--- src/rtl/comb.sv ---
// Warning-logic leaf cell: L = (D AND X) OR A, plus a registered copy of L,
// a rising-edge pulse and a saturating count of those pulses.
module comb #(
   parameter int CNT_W = 8
) (
   input  logic             clk,
   input  logic             rst_n,
   input  logic             D,
   input  logic             X,
   input  logic             A,
   input  logic             cnt_clr,
   output logic             L,
   output logic             L_r,
   output logic             L_rise,
   output logic [CNT_W-1:0] L_cnt
);

   localparam logic [CNT_W-1:0] CNT_MAX = '1;

   logic             l_r_reg;
   logic             l_r_prev_reg;
   logic [CNT_W-1:0] l_cnt_reg;
   logic [CNT_W-1:0] l_cnt_next;
   logic             rise;

   assign L    = (D & X) | A;
   assign rise = l_r_reg & ~l_r_prev_reg;

   // Clear wins over a coincident rise; the counter holds at all-ones.
   always_comb begin
      l_cnt_next = l_cnt_reg;
      if (cnt_clr)
         l_cnt_next = '0;
      else if (rise && (l_cnt_reg != CNT_MAX))
         l_cnt_next = l_cnt_reg + CNT_W'(1);
   end

   always_ff @(posedge clk or negedge rst_n) begin
      if (!rst_n) begin
         l_r_reg      <= 1'b0;
         l_r_prev_reg <= 1'b0;
         l_cnt_reg    <= '0;
      end else begin
         l_r_reg      <= L;
         l_r_prev_reg <= l_r_reg;
         l_cnt_reg    <= l_cnt_next;
      end
   end

   assign L_r    = l_r_reg;
   assign L_rise = rise;
   assign L_cnt  = l_cnt_reg;

endmodule

--- config.mk ---
export PLATFORM = sky130hd
export DESIGN_NAME = comb
export DESIGN_NICKNAME = d
export VERILOG_FILES = /design/src/rtl/comb.sv
export SDC_FILE = /design/constraint.sdc
export NUM_CORES = 1
export LEC_CHECK = 0
export ABC_CLOCK_PERIOD_IN_PS = 5000
export CORE_AREA = 2 2 39 41
export CTS_CLUSTER_SIZE = 25
export DETAILED_ROUTE_END_ITERATION = 10
export DIE_AREA = 0 0 41 43
export PLACE_DENSITY = 0.73
export SETUP_SLACK_MARGIN = 0.15
export SLEW_MARGIN = 10
export SYNTH_ARGS = -nofsm -noshare
export SYNTH_HDL_FRONTEND = slang
export SYNTH_SLANG_ARGS = --single-unit
--- constraint.sdc ---
create_clock -name clk -period 5 [get_ports clk]
set_clock_uncertainty 0.05 [all_clocks]
set_input_delay 1 -clock clk [delete_from_list [all_inputs] [get_ports clk]]
set_output_delay 1 -clock clk [all_outputs]
set_load 0.05 [all_outputs]
# Yosys cells after proc, flatten, opt, wreduce, memory -nomap -nowiden
# Cells that the tools add are included.
[classes]
addsub = 1
eq_ne = 1
n_mux = 2
n_bitwise = 4
reduce_logical = 2
[op_table]
columns = ["cell", "n"]
rows = [
  ["8-bit 2-to-1 mux", 2],
  ["8-bit by 1-bit adder with 8-bit output (second input constant)", 1],
  ["8-bit inequality test (second input constant)", 1],
  ["1-bit AND", 2],
  ["2-bit nonzero test", 1],
  ["1-bit logical AND", 1],
  ["1-bit inverter", 1],
  ["1-bit OR", 1],
]
[totals]
register_bits = 10
input_bits = 6
output_inout_bits = 11

# Longest topological paths before layout
[depth]
ltp_word = 5
mapped_depth = 4
mapped_depth_nobuf = 4

# Worst setup path before layout
# No wires, ideal clock.
[synth_timing]
path_type = "input -> output"
start = "input port D"
end = "output port L"
arrival_time_ns = 1.379
t_required_ns = 3.950
setup_slack_ns = 2.571
stages = 1
n_path_buf = 0
cell_sequence = "a21o_1"
[synth_via]
elab_chain_cells = 2
[synth_lines]
columns = ["element", "line_no", "source"]
rows = [
  ["from (decl)", "8", "input logic D,"],
  ["1-bit AND", "26", "assign L = (D & X) | A;"],
  ["1-bit OR", "26", ""],
  ["to (decl)", "12", "output logic L,"],
]
# No other way between the ends.

# Final worst setup path
# Same ends and word-level chain as after synthesis.

==> results.yml <==
critical_path:
  critical_path_required_ns: 3.95
  path_max_fanout: 2
  worstSetupStartpointType: "primary input"
  timing.rr.start: "L_cnt[0]"
  r2r_setup_slack_ns: 3.24
  r2r_cells: 4
  r2r-end: "L_cnt[2]"
  cp_top_family: "buffers and inverters"
  worst_path_most_repeated_cell: "clkdlybuf4s50_1"
  critPathKind: "in -> out"
  slowest_stage: "clkdlybuf4s50_1"
  critPathBufInv: 2
  crit_chain: "clkdlybuf4s50_1 -> a21o_1 -> clkdlybuf4s50_1"
  critPathArrivalTime_ns: 2.38
  cp_slowest_stage_delay_ns: 0.80
  critPathCaptureType: "output pin"
clocking:
  cts_root_buffer: "clkbuf_4"
  clock_path_buffers: 2
  clkLatencyLatePin_ns: 0.26
  holdBufCountCts: 0
  cts_tree: "yes"
  cts_buffers: 3
  cts_max_level: 1
  cts_resized: 0
  cts.sinks: 10
  clk_pin_slew_ns: 0.06
  post_cts_buffers: 0
layout:
  instances_no_fill: 86
  area_delta_synth_final_pct: 33.3
  fill_cells: 130
  antenna_cells: 0
  largest_reg_flops: 8
  finalNetCount: 79
  drive_above_1_share: 0.114
placed_design:
  routabilityCongestion: 0.748
  dp_slack_ns: 1.57
  dp_cells: 83
  portBuffers: 16
  dp_hpwl_um: 915
synthesis:
  yosys.cell_types.count: 26
  ys_top_cells_by_area: "dfrtp_1 44%, nor2b_1 6.7%, mux2_2 6.0%"
  yosys.area.top_type: "dfrtp_1"
  syn_area_sq_um: 563
  synthCells: 53
  synth.avg_cell_area_sq_um: 10.6
  synth.top_cell.area_share: 0.444
  yosysWarnings: 0
  synth_fp_nets: 60
  synth-seq-cells: 10
  seq_area_frac_synth: 0.444
status:
  outcome: "completed"
drt:
  drt_wl_total_um: 1210
  antenna_left: 0
  drc: 0
  vias_per_cell: 5.37
  vias: 462
  dr.pass1.iters: 4
  routedWlPerCell_um: 14.1
  drt_iter0_markers: 13
global_routing:
  grt_overflow: 0
  grt_pass1_wl_um: 1990
  grt_pass1_vias: 462
  grt.total_usage: 0.168
  antenna_found_initial: 0
  grt_max_degree: 14
power:
  swShare: 0.265
  p_leak_uw: 0.000318
  power_frac_clock: 0.313
  p_switching_uw: 44.1
  p_seq_frac: 0.515
  cellPowerDensity_mw_per_mm2: 222
  combPwrFrac: 0.172
  p_int_uw: 122
  ir_drop_mv: 0.125
sta:
  tns_ns: 0
  period_share: 0.686
  slew_headroom: 0.662
  finalHoldViolCount: 0
  fmax_mhz: 292
  rsz0062_at_grt: "false"
  worstMarginPinSlew_ns: 0.505
  layout_min_cycle_time_ns: 3.43
  drv_slew: 0
  worst_slack_ns: 1.57
  setup_viol: 0
die:
  rows: 14
  core_sq_mm: 0.00138
  fp.dieH_um: 43
  die_area_sq_mm: 0.00176
  fp.dieW_um: 41
  start_util: 0.407
  ios: 17
worst_hold_path:
  holdPathStages: 0
  min_from: "L_r"
  hp-class: "reg -> reg"
  worstHoldEndpoint: "l_r_prev_reg"
run:
  drv_cap: 0
-- Yosys cell counts --
cell type  number
mux2_2          3
a211oi_1        2
a31oi_1         2
nor2_1          4
mux2i_1         1
a311oi_1        2
ha_1            1
a311oi_2        1
nand2_1         1
nand2b_1        2
a21oi_1         2
clkbuf_1        1
buf_6           1
and2_1          1
mux2_1          1
dfrtp_1        10
o41ai_1         1
and3_1          2
nor2b_1         6
nand3_1         2
nand2b_4        1
nand4b_1        1
and4_1          1
inv_1           2
a21o_1          1
or4_1           1
-- logic make-up after synthesis --
family / count (synthesis) / synth area share
AND/OR/NAND/NOR: 22 / 0.242
flip-flops: 10 / 0.444
multiplexers: 5 / 0.0978
buffers and inverters: 4 / 0.0400
adder cells (fa/ha/maj): 1 / 0.0222
AO/OA/AOI/OAI: 11 / 0.153
-- power by group through the flow --
stage / clock network (uW) / logic [uW] / registers, uW
final: 52.1 / 28.6 / 85.8
after global routing: 59.4 / 30.7 / 86.3
after CTS: 54.8 / 28.9 / 85.8
after detailed placement: 0 / 28.8 / 87.3
after global placement: 0 / 28.5 / 87.1
after floorplan: 0 / 11.2 / 92.4
-- layout by cell type, fill, tap and decap left out, types with 3 or more instances in the layout --
cell / n
clkbuf_4: 3
clkdlybuf4s50_1: 16
dfrtp_1: 10
mux2_2: 3
nor2_1: 4
nor2b_1: 6
-- through the flow --
stage,hold slack (ns),cell area (sq um),util,total power [uW]
2_1_floorplan,0.594,563,-,104
3_3_place_gp,0.417,728,0.526,116
3_5_place_dp,0.436,728,0.526,116
4_1_cts,0.450,751,0.542,170
5_1_grt,0.467,751,0.542,176
6_report,0.438,751,0.542,166
-- area by class of cell --
| type | instances | area (sq um) | area share |
|---|---|---|---|
| tap | 16 | 20.0 | 0.0267 |
| sequential | 10 | 250 | 0.333 |
| inverter | 2 | 7.51 | 0.0100 |
| clock buffer | 3 | 22.5 | 0.0300 |
| timing repair buffer | 16 | 160 | 0.213 |
| multi-input combinational | 39 | 290 | 0.387 |
-- worst max-delay path by stage --
stage	from	end	depth (start not counted)
2_1_floorplan	D	L	1
3_3_place_gp	D	L	3
3_5_place_dp	D	L	3
4_1_cts	D	L	3
5_1_grt	D	L	3
6_report	D	L	3
-- layer usage --
layer  GRT usage  wire length, um  vias to the layer above
met5           0                0                        -
met2       0.250              607                       16
met4      0.0600                0                        0
met1       0.216              530                      216
met3      0.0628               75                        0
li1            -                -                      230
(Power assumes the default switching activity.)
